==> config.mk <==
export PLATFORM = sky130hd
export DESIGN_NAME = cache_port_arbiter
export DESIGN_NICKNAME = d
export VERILOG_FILES = /design/src/rtl/cache_port_arbiter.sv
export SDC_FILE = /design/constraint.sdc
export NUM_CORES = 1
export LEC_CHECK = 0
export CORE_UTILIZATION = 47
export CTS_CLUSTER_SIZE = 16
export DETAILED_ROUTE_END_ITERATION = 8
export GPL_TIMING_DRIVEN = 0
export PLACE_DENSITY = 0.95
export SLEW_MARGIN = 10
export SYNTH_ARGS = -nofsm -noshare
export SYNTH_HDL_FRONTEND = slang
export SYNTH_SLANG_ARGS = --single-unit
==> constraint.sdc <==
create_clock -name clk -period 3.3 [get_ports clk]
set_input_delay 0.825 -clock clk [delete_from_list [all_inputs] [get_ports clk]]
set_output_delay 0.825 -clock clk [all_outputs]
set_load 0.1 [all_outputs]
==> src/rtl/cache_port_arbiter.sv <==
// Two-port round-robin arbiter and access sequencer in front of the direct-mapped cache.
// The granted request is latched so the cache sees a stable address across write-back and refill.
module cache_port_arbiter #(
    parameter int DATA_WIDTH = 32,
    parameter int ADDR_WIDTH = 10,
    parameter int CNT_WIDTH  = 16
) (
    input  logic                  clk,
    input  logic                  rstn,

    input  logic                  req0,
    input  logic                  we0,
    input  logic [ADDR_WIDTH-1:0] addr0,
    input  logic [DATA_WIDTH-1:0] din0,
    output logic                  ack0,
    output logic [DATA_WIDTH-1:0] rdata0,

    input  logic                  req1,
    input  logic                  we1,
    input  logic [ADDR_WIDTH-1:0] addr1,
    input  logic [DATA_WIDTH-1:0] din1,
    output logic                  ack1,
    output logic [DATA_WIDTH-1:0] rdata1,

    output logic                  cache_mem_en,
    output logic                  cache_we,
    output logic [ADDR_WIDTH-1:0] cache_addr,
    output logic [DATA_WIDTH-1:0] cache_din,
    input  logic                  cache_hit,
    input  logic [DATA_WIDTH-1:0] cache_dout,

    input  logic                  stat_clr,
    output logic                  busy,
    output logic [CNT_WIDTH-1:0]  access_cnt,
    output logic [CNT_WIDTH-1:0]  miss_cnt
);

    localparam logic [1:0] IDLE = 2'd0;
    localparam logic [1:0] BUSY = 2'd1;
    localparam logic [1:0] RESP = 2'd2;

    localparam logic [CNT_WIDTH-1:0] CNT_MAX = '1;

    logic [1:0]            state;
    logic [1:0]            state_nxt;
    logic                  last_grant;
    logic                  gnt;
    logic                  first;
    logic                  req_we;
    logic [ADDR_WIDTH-1:0] req_addr;
    logic [DATA_WIDTH-1:0] req_din;

    logic                  grant_valid;
    logic                  grant_port;
    logic                  busy_hit;
    logic                  busy_first_miss;

    // Tie goes to the port that did not win last time.
    always_comb begin
        // NOTE: every always_comb output gets a default first so no path leaves it unassigned (no latch).
        grant_valid = req0 | req1;
        grant_port  = 1'b0;
        if (req0 && req1) begin
            grant_port = ~last_grant;
        end else if (req1) begin
            grant_port = 1'b1;
        end
    end

    always_comb begin
        state_nxt = state;
        case (state)
            IDLE:    if (grant_valid) state_nxt = BUSY;
            BUSY:    if (cache_hit)   state_nxt = RESP;
            RESP:    state_nxt = IDLE;
            default: state_nxt = IDLE;
        endcase
    end

    assign busy_hit        = (state == BUSY) && cache_hit;
    assign busy_first_miss = (state == BUSY) && first && !cache_hit;

    always_ff @(posedge clk or negedge rstn) begin
        // NOTE: sequential state uses non-blocking assignments so every flop samples pre-edge values.
        if (!rstn) begin
            state      <= IDLE;
            last_grant <= 1'b1;
            gnt        <= 1'b0;
            first      <= 1'b0;
            req_we     <= 1'b0;
            req_addr   <= '0;
            req_din    <= '0;
        end else begin
            state <= state_nxt;
            case (state)
                IDLE: begin
                    if (grant_valid) begin
                        gnt      <= grant_port;
                        first    <= 1'b1;
                        req_we   <= grant_port ? we1   : we0;
                        req_addr <= grant_port ? addr1 : addr0;
                        req_din  <= grant_port ? din1  : din0;
                    end
                end
                BUSY: begin
                    first <= 1'b0;
                    if (cache_hit) begin
                        last_grant <= gnt;
                    end
                end
                default: ;
            endcase
        end
    end

    // ack is raised on the hit edge so it is high exactly during RESP.
    always_ff @(posedge clk or negedge rstn) begin
        if (!rstn) begin
            ack0   <= 1'b0;
            ack1   <= 1'b0;
            rdata0 <= '0;
            rdata1 <= '0;
        end else begin
            ack0 <= busy_hit && !gnt;
            ack1 <= busy_hit &&  gnt;
            if (busy_hit && !req_we) begin
                if (gnt) begin
                    rdata1 <= cache_dout;
                end else begin
                    rdata0 <= cache_dout;
                end
            end
        end
    end

    always_ff @(posedge clk or negedge rstn) begin
        if (!rstn) begin
            access_cnt <= '0;
            miss_cnt   <= '0;
        end else if (stat_clr) begin
            access_cnt <= '0;
            miss_cnt   <= '0;
        end else begin
            if ((state == RESP) && (access_cnt != CNT_MAX)) begin
                access_cnt <= access_cnt + 1'b1;
            end
            if (busy_first_miss && (miss_cnt != CNT_MAX)) begin
                miss_cnt <= miss_cnt + 1'b1;
            end
        end
    end

    assign cache_mem_en = (state == BUSY);
    assign cache_we     = (state == BUSY) && req_we;
    assign cache_addr   = req_addr;
    assign cache_din    = req_din;
    assign busy         = (state != IDLE);

endmodule
# Word level (Yosys, flattened, before mapping)
# Cells that the tools add are included.
[word_totals] register_bits=146 latch_bits=0 ramBits=0 rom_bits=0 inputBits=124 out_inout_bits=143 mem_count=0
[op_classes] n_addsub=2 multipliers=0 div_mod_pow=0 n_lt_le_gt_ge=0 eq_ne=6 shift=0 n_mux=14 bitwise=3 reduce_logical=24
[op_table] cell="$mux 16" count=4
[op_table] cell="$add 16x1->16 const B" count=2
[op_table] cell="$mux 32" count=1
[op_table] cell="$ne 16x16->1 const B" count=2
[op_table] cell="$reduce_and 2->1" count=6
[op_table] cell="$logic_and 1x1->1" count=10
[op_table] cell="$mux 10" count=1
[op_table] cell="$reduce_bool 2->1" count=4
[op_table] cell="$mux 1" count=4
[op_table] cell="$mux 2" count=2
[op_table] cell="$pmux 2 s2" count=1
[op_table] cell="$logic_not 1->1" count=3
[op_table] cell="$eq 2x1->1 const B" count=1
[op_table] cell="$eq 2x2->1 const B" count=1
[op_table] cell="$logic_not 2->1" count=1
[op_table] cell="$ne 2x1->1 const B" count=1
[op_table] cell="$ne 2x2->1 const B" count=1
[op_table] cell="$not 1->1" count=2
[op_table] cell="$pmux 1 s2" count=1
[op_table] cell="$or 1x1->1" count=1

# Depth between registers and ports, before layout
# Gate-level depths: netlist of run 1.
[logic_depth] ltp_word=6 depth_mapped=7

# Least setup slack after synthesis of run 1
# No wires, ideal clock.
[synth_path] path_kind="register to output" start="register state[1]" end="output cache_we" arrival_time_ns=1.742 setup_slack_ns=0.733 path_stages_with_launch=5 cell_sequence="dfrtp_1 -> inv_1 -> nand2_1 -> inv_2 -> and2_1"
[synth_via] elab_chain_len=2
[synth_rtl] element="from (decl)" line="44" text="logic [1:0] state;"
[synth_rtl] element="from (signal assigned)" line="94" text="state <= state_nxt;"
[synth_rtl] element="$eq 2x1->1"
[synth_rtl] element="net cache_mem_en" line="25" text="output logic cache_mem_en,"
[synth_rtl] element="$logic_and 1x1->1" line="154" text="assign cache_we = (state == BUSY) && req_we;"
[synth_rtl] element="to (decl)" line="26" text="output logic cache_we,"
# The timed path passes the listed nets, and every way through them passes these cells.

# Final worst setup path of run 1
[layout_path] start="register state[1]" end="output cache_mem_en"
[layout_via] elab_chain_len=1
[layout_rtl] element="$eq 2x1->1" line="153" text="assign cache_mem_en = (state == BUSY);"
[layout_rtl] element="to (decl)" line="25"
# No other way between the ends.

==> key figures, run 1 <==
Clock tree
  – PostCTS Resize Cnt: 0
  – Insertion delay to the later sink of the worst-skew pair: approximately 0.43 ns
  – CTS tree: yes
  – CTS buffer count: 17
  – Post-CTS Setup Bufs: 0
  – CTS Hold Bufs: 0
  – Clock buffer depth: 2
  – H-tree Lvls: 4
  – CTS sink count: 146
  – Root Buffer: clkbuf_16
  – Clock transition at path regs: 0.06 ns

Drt
  – Post-route ant nets: 0
  – DRT iter0 DRCs: roughly 410
  – Vias per cell: approximately 5.4
  – DRC violations left: 0
  – Drt total wl: 18480 um
  – Via count: approximately 5500
  – DRT Pass-1 Iters: 6
  – Routed len/inst: 17.99 um

Global routing
  – M1 GR Usage: 30.06%
  – GRT busiest layer: met2
  – Antenna violations before repair: 1
  – Overall routing resource usage: 27.08%
  – Largest net degree at the start of global routing: 107
  – Met2 GRT Util: 49.16%
  – Vias in the first global route: 5682
  – Met3 Use GR: between 6 and 7%
  – First-pass GRT wire length: slightly below 30000 um
  – Total gr overflow: 0

Timing
  – Period utilization: 94.33%
  – RSZ-0062 raised after global routing: false
  – Min cycle time layout: 3.113 ns
  – Slew HR: 27.81%
  – Number of hold violations in the final report: 0
  – Worst-margin pin slew: 1.079 ns
  – Final setup violation count: 0
  – FMAX: 321.2 MHz
  – Count of final max-slew check failures: 0
  – Setup Skew: 0.008567 ns
  – Setup WS post-layout: 0.1870 ns

Place
  – Gpl congestion: 0.8672
  – Pre-CTS setup slack: about 0.31 ns
  – Placed instance area: 9356 um^2
  – IO Port Bufs: between 200 and 300
  – Post-DP HPWL: 13490 um

Yosys
  – Syn avg cell area: ~12 um^2
  – #FFs+latches synth: 146
  – Yosys warnings: 0
  – Post-synth EDFFs: 0
  – Post-Syn Nets: 678
  – Post-synth ARST share: 100.0%
  – Seq/Total Area, Yosys: 56.65%
  – Netlist Area Pre-Place: 6451 um^2
  – Count of cell types in the netlist: 45
  – Synth Instances: around 550
  – Top FF cell, synth: dfrtp_1

Final layout
  – Layout Nets: 963
  – Finished layout cell area: 10020 um^2
  – Core Util, Final: 75.37%
  – Layout cells sized above 1: between 10 and 15%
  – Layout area overhead: 55.33%

Floorplanning
  – Ports: 267
  – Initial core utilization: between 40% and 50%
  – Die H: 119.2 um
  – DIE WIDTH: ~120 um
  – Die area: 14200 um^2
  – Core ar.: around 13000 um^2
  – Row count: between 40 and 50

Worst setup path
  – Worst setup path class: reg2out
  – Crit Reg-Reg Endpoint: rdata0[7]
  – Critical path startpoint category: flip-flop
  – CP required: 2.47 ns
  – Worst setup endpoint: cache_mem_en
  – CP startpoint: state[1]
  – R2R depth: 7
  – CP arrival: ~2.3 ns
  – R2r startpoint: state[1]
  – Flop-to-flop setup slack: 1.07 ns
  – Crit path max fanout: 5
  – Critical Path End Type: primary output

Outcome
  – Outcome: finished, final reports clean

Run
  – Max Cap Viol: 0

Hold path
  – Worst hold path class: in2async
==> routing by layer <==
metal	up-vias	part of all wire (%)	routed length, um
li1	2564	-	-
met1	2723	37	6906
met2	219	54	9920
met3	41	6.2	1146
met4	0	2.7	506
met5	-	0	0
==> per-stage QoR <==
| step | instances | TNS [ns] | hold slack (ns) |
|---|---|---|---|
| after floorplan | 552 | 0 | 0.4369 |
| after global placement | 993 | -632.58 | 0.4544 |
| after detailed placement | 994 | 0 | 0.4551 |
| after CTS | 1026 | 0 | 0.2807 |
| after global routing | 1027 | 0 | 0.2908 |
| final | 1027 | 0 | 0.2742 |
==> layout by cell type, fill, tap and decap left out, types with 3 or more instances in the layout <==
| cell type | count |
|---|---|
| o31ai_1 | 12 |
| nor2b_1 | 8 |
| nand3_1 | 6 |
| nand4_1 | 10 |
| clkbuf_1 | 16 |
| or4_1 | 12 |
| nor2_1 | 15 |
| clkinvlp_4 | 4 |
| dfrtp_1 | 145 |
| buf_2 | 12 |
| nor3_1 | 3 |
| inv_1 | 12 |
| a211oi_1 | 3 |
| or3_1 | 6 |
| nor4_1 | 4 |
| mux2_2 | 70 |
| clkbuf_16 | 17 |
| o21ai_0 | 52 |
| bufinv_16 | 5 |
| nand2_1 | 65 |
| clkdlybuf4s50_1 | 263 |
| and2_1 | 3 |
| a21oi_1 | 20 |
| mux2i_1 | 45 |
==> logic make-up (layout without fill, tap and decap cells) <==
logic type | after synthesis | after routing | synth area share [%]
other cells | 0 | 1 | 0
compound gates | 97 | 97 | 8.553
flops | 146 | 146 | 56.65
buf+inv | 43 | 341 | 2.948
mux | 117 | 117 | 19.55
fa+ha+maj | 2 | 2 | 0.3878
simple gates | 147 | 147 | 11.91
==> area by class of cell <==
| type | count | area, um^2 |
|---|---|---|
| buffer | 30 | 141.4 |
| antenna | 1 | 2.502 |
| clock inverter | 12 | 202.7 |
| multi-input combinational | 363 | 2606 |
| inverter | 13 | 48.80 |
| timing repair buffer | 266 | 2688 |
| tap | 176 | 220.2 |
| sequential | 146 | 3655 |
| fill | 890 | 3274 |
| clock buffer | 20 | 456.7 |
==> synth_stat cells, types with 4 or more instances <==
library cell | number | area (um^2)
nand3_1 | 6 | 30.03
inv_1 | 12 | 45.04
nor2b_1 | 8 | 50.05
nand2_1 | 65 | 244.0
mux2_2 | 70 | 788.3
dfrtp_1 | 145 | 3628
a21oi_1 | 20 | 100.1
nor2_1 | 15 | 56.30
or3_1 | 6 | 37.54
nand4_1 | 10 | 62.56
or4_1 | 12 | 90.09
o31ai_1 | 12 | 90.09
mux2i_1 | 45 | 450.4
buf_2 | 12 | 60.06
clkbuf_1 | 15 | 56.30
nor4_1 | 4 | 25.02
o21ai_0 | 52 | 260.3
==> state kept, by name (all words and copies together), names as in the netlist <==
name,flops
req_we,1
cache_din,32
rdata0,32
state,2
ack0,1
miss_cnt,16
rdata1,32
cache_addr,10
last_grant,1
ack1,1
gnt,1
access_cnt,16
first,1
==> how the worst min path moves through the flow <==
stage,end,cells past startpoint,slack (ns)
final,access_cnt[10],1,0.27
after global routing,miss_cnt[9],1,0.29
after CTS,access_cnt[10],1,0.28
after detailed placement,last_grant,2,0.46
after global placement,last_grant,2,0.45
after floorplan,last_grant,2,0.44
==> critical path, cell delays in order, from the launching register on <==
cell and delay (ns):
dfrtp_1 0.42, inv_1 0.10, nand2_1 0.10, inv_2 0.10, clkdlybuf4s50_1 1.15
Power of run 1 is not shown: default switching activity piles up to over one toggle a cycle in this logic, so the estimate is an artifact.
==> run 2: changes to the inputs <==
--- a/config.mk
+++ b/config.mk
@@ -5,6 +5,8 @@
 export SDC_FILE = /design/constraint.sdc
 export NUM_CORES = 1
 export LEC_CHECK = 0
+export CAP_MARGIN = 10
+export CORE_MARGIN = 5
 export CORE_UTILIZATION = 47
 export CTS_CLUSTER_SIZE = 16
 export DETAILED_ROUTE_END_ITERATION = 8
==> run 2 against run 1 <==
Against the previous run: die area is 14% higher; utilization barely moved; clock skew fell by 0.0041 ns; global-route usage decreased by 2.6 points; via count grew 1.5%; first-iteration DRC count shrank 0.73%; wire length is 5.2% higher; non-clock buffer count did not move.
==> key figures, run 2 (synthesized netlist as in run 1, its figures left out) <==
Outcome
  – Outcome: finished, final reports clean

Worst setup path
  – R2r startpoint: state[1]
  – Worst setup path class: reg2out
  – CP required: ~2.5 ns
  – Critical path startpoint category: flip-flop
  – R2R depth: 7
  – Crit path max fanout: 5
  – Crit Reg-Reg Endpoint: rdata0[28]
  – CP arrival: about 2.3 ns
  – Critical Path End Type: primary output
  – Flop-to-flop setup slack: 1.00 ns

Drt
  – Drt total wl: 19440 um
  – DRT Pass-1 Iters: 5
  – Vias per cell: 5.486
  – Post-route ant nets: 0
  – Via count: 5629
  – DRT iter0 DRCs: around 410
  – DRC violations left: 0
  – Routed len/inst: 18.95 um

Final layout
  – Layout Nets: 963
  – Most common cell after layout, fill and taps aside: clkdlybuf4s50_1
  – Core Util, Final: 75.35%
  – Layout cells sized above 1: 14.82%
  – Antenna cell count: 0
  – Finished layout cell area: 10060 um^2
  – Filler cells: 882
  – Most frequent cells in the layout: clkdlybuf4s50_1 (263), dfrtp_1 (145), mux2_2 (70)
  – Layout area overhead: 55.90%

Run
  – Max Cap Viol: 0

Floorplanning
  – DIE WIDTH: 127.2 um
  – Core ar.: 13350 um^2
  – Die H: 127.2 um
  – Row count: 42
  – Die area: 16170 um^2
  – Ports: 267
  – Initial core utilization: around half

Clock tree
  – CTS tree: yes
  – CTS buffer count: 17
  – CTS sink count: 146
  – Insertion delay to the later sink of the worst-skew pair: 0.41 ns
  – PostCTS Resize Cnt: 0
  – CTS Hold Bufs: 0
  – Clock buffer depth: 2
  – H-tree Lvls: 4
  – Clock transition at path regs: roughly 0.060 ns
  – Post-CTS Setup Bufs: 0
  – Root Buffer: clkbuf_16

Timing
  – Count of final max-slew check failures: 0
  – Worst-margin pin slew: 1.041 ns
  – Period utilization: 94.98%
  – Slew HR: 30.41%
  – Setup WS post-layout: 0.1655 ns
  – Final setup violation count: 0
  – FMAX: roughly 320 MHz
  – Setup Skew: 0.004468 ns
  – RSZ-0062 raised after global routing: false
  – Min cycle time layout: between 3 and 4 ns
  – Number of hold violations in the final report: 0

Global routing
  – Antenna violations before repair: 0
  – Overall routing resource usage: between 20% and 30%
  – Largest net degree at the start of global routing: 90
  – Total gr overflow: 0
  – Vias in the first global route: roughly 6000
  – First-pass GRT wire length: 31090 um

Place
  – Post-DP HPWL: 14420 um
  – Pre-CTS setup slack: 0.3213 ns
  – IO Port Bufs: 265
  – Placed instance area: 9356 um^2
  – Gpl congestion: approximately 0.86

Hold path
  – Worst hold path class: in2async
## run 2: routing by layer
layer | vias to the layer above | part of all wire, % | GRT usage [%]
li1 | 2566 | - | -
met1 | 2758 | 35 | 27.14
met2 | 263 | 53 | 43.24
met3 | 42 | 8.3 | 7.596
met4 | 0 | 3.3 | 10.54
met5 | - | 0 | 0
## run 2: cell type report
| class | count | area [um^2] | area share, % |
|---|---|---|---|
| tap | 176 | 220.2 | 2.190 |
| clock buffer | 19 | 442.9 | 4.404 |
| multi-input combinational | 363 | 2606 | 25.91 |
| sequential | 146 | 3655 | 36.34 |
| timing repair buffer | 266 | 2688 | 26.72 |
| inverter | 13 | 48.80 | 0.4852 |
| buffer | 30 | 141.4 | 1.406 |
| clock inverter | 13 | 255.2 | 2.538 |
## run 2: how the worst max path moves through the flow
stage,start,end,depth (start not counted)
after global routing,state[1],cache_mem_en,4
final,state[1],cache_mem_en,4
after global placement,rstn,rdata0[12],1
after detailed placement,cache_hit,rdata0[28],5
after floorplan,state[1],cache_we,4
after CTS,state[1],cache_we,5
## run 2: per-stage QoR
| step | setup TNS [ns] | instances | hold WS (ns) |
|---|---|---|---|
| floorplan | 0 | 552 | 0.4369 |
| global placement | -634.17 | 993 | 0.4531 |
| detailed placement | 0 | 994 | 0.4677 |
| CTS | 0 | 1026 | 0.3436 |
| global route | 0 | 1026 | 0.3617 |
| finish | 0 | 1026 | 0.3407 |
## run 2: critical path, cell delays in order, from the launching register on
cell and delay, ns:
dfrtp_1 0.42, inv_1 0.10, nand2_1 0.10, inv_2 0.11, clkdlybuf4s50_1 1.16
Power of run 2 is left out for the same reason.
==> run 3: changes to the inputs <==
==> constraint.sdc (replaced) <==
create_clock -name clk -period 3.8 [get_ports clk]
set_input_delay 0.95 -clock clk [delete_from_list [all_inputs] [get_ports clk]]
set_output_delay 0.95 -clock clk [all_outputs]
set_load 0.1 [all_outputs]
==> run 3 against run 2 <==
Against the previous run: die area unchanged; highest routed layer unchanged; global-route usage is the same; flip-flop and latch count is the same; wire length shrank 0.40%; worst hold slack improved by 0.12 ns.
==> key figures, run 3 (synthesized netlist as in run 1, its figures left out) <==
Outcome
  – Outcome: finished, final reports clean

Final layout
  – Post-route insts no fill: ~1000
  – Antenna cell count: 0
  – Layout cells sized above 1: 14.82%
  – Most common cell after layout, fill and taps aside: clkdlybuf4s50_1
  – Layout area overhead: 55.86%
  – Most frequent cells in the layout: clkdlybuf4s50_1 (264), dfrtp_1 (145), mux2_2 (70)
  – Layout Nets: 963

Place
  – Post-DP HPWL: approximately 14000 um
  – Gpl congestion: 0.8572
  – # placed instances: 994
  – IO Port Bufs: 265

Floorplanning
  – Ports: approximately 270
  – DIE WIDTH: 127.2 um
  – Initial core utilization: 48.33%
  – Core ar.: roughly 13000 um^2
  – Die H: 127.2 um
  – Die area: about 16000 um^2
  – Row count: 42

Timing
  – Period utilization: 89.01%
  – Number of hold violations in the final report: 0
  – Min cycle time layout: 3.382 ns
  – Slew HR: ~30%
  – RSZ-0062 raised after global routing: false
  – Setup Skew: 0.003904 ns
  – FMAX: slightly below 300 MHz
  – Count of final max-slew check failures: 0
  – Worst-margin pin slew: 1.041 ns
  – Final setup violation count: 0

Worst setup path
  – Critical Path End Type: primary output
  – Flop-to-flop setup slack: 1.51 ns
  – Worst setup path class: reg2out
  – CP arrival: 2.43 ns
  – R2r startpoint: state[1]
  – Critical path startpoint category: flip-flop
  – Crit path max fanout: 5
  – Crit Reg-Reg Endpoint: rdata0[28]
  – R2R depth: 7
  – CP required: 2.85 ns

Global routing
  – Overall routing resource usage: 24.44%
  – Total gr overflow: 0
  – First-pass GRT wire length: slightly above 30000 um
  – Vias in the first global route: 5899
  – Antenna violations before repair: 0
  – Largest net degree at the start of global routing: 90

Drt
  – DRT iter0 DRCs: 427
  – DRT Pass-1 Iters: 5
  – Routed len/inst: 18.88 um
  – Drt total wl: 19370 um
  – Post-route ant nets: 0
  – DRC violations left: 0
  – Vias per cell: 5.484
  – Via count: 5627

Clock tree
  – CTS Hold Bufs: 0
  – Clock transition at path regs: 0.06 ns
  – PostCTS Resize Cnt: 0
  – Clock buffer depth: 2
  – Post-CTS Setup Bufs: 0
  – H-tree Lvls: 4
  – CTS buffer count: 17
  – Insertion delay to the later sink of the worst-skew pair: 0.42 ns
  – CTS sink count: 146
  – CTS tree: yes
  – Root Buffer: clkbuf_16

Hold path
  – Worst hold path class: in2async

Run
  – Max Cap Viol: 0
## run 3: cell types whose count changed in the layout (fill, tap and decap cells not counted)
cell	before	now
clkdlybuf4s50_1	263	264
dlymetal6s2s_1	1	0
## run 3: worst max-delay path by stage
stage,from,to,slack (ns),depth (start not counted)
after detailed placement,cache_hit,rdata0[28],0.70,5
final,state[1],cache_we,0.42,5
after floorplan,state[1],cache_we,1.11,4
after global placement,rstn,rdata0[12],-4.00,1
after CTS,state[1],cache_we,0.39,5
after global routing,state[1],cache_we,0.32,5
## run 3: final cells by class
class | count | area, um^2
timing repair buffer | 266 | 2685
fill | 881 | 3293
sequential | 146 | 3655
tap | 176 | 220.2
clock inverter | 13 | 255.2
multi-input combinational | 363 | 2606
buffer | 30 | 141.4
clock buffer | 19 | 442.9
inverter | 13 | 48.80
## run 3: stage by stage
stage	utilization, %	area (um^2)	setup WS [ns]	TNS, ns	hold WS (ns)
after floorplan	-	6451	1.108	0	0.4369
after global placement	69.85	9324	-3.996	-579.42	0.4531
after detailed placement	70.10	9356	0.6963	0	0.4677
after CTS	75.33	10050	0.3884	0	0.4686
after global routing	75.33	10050	0.3224	0	0.4867
final	75.33	10050	0.4175	0	0.4643
## run 3: worst max-delay path: stages (launching register included)
cell and delay (ns):
dfrtp_1 0.42, inv_1 0.10, nand2_1 0.10, inv_2 0.10
and2_1 0.14, clkdlybuf4s50_1 1.15
## run 3: layer usage
layer  up-vias  part of all wire, %  global-route usage, %
li1       2569                    -                      -
met1      2741                   35                  27.14
met2       275                   53                  43.24
met3        42                  8.3                  7.596
met4         0                  3.3                  10.54
met5         -                    0                      0
Power of run 3 is left out for the same reason.
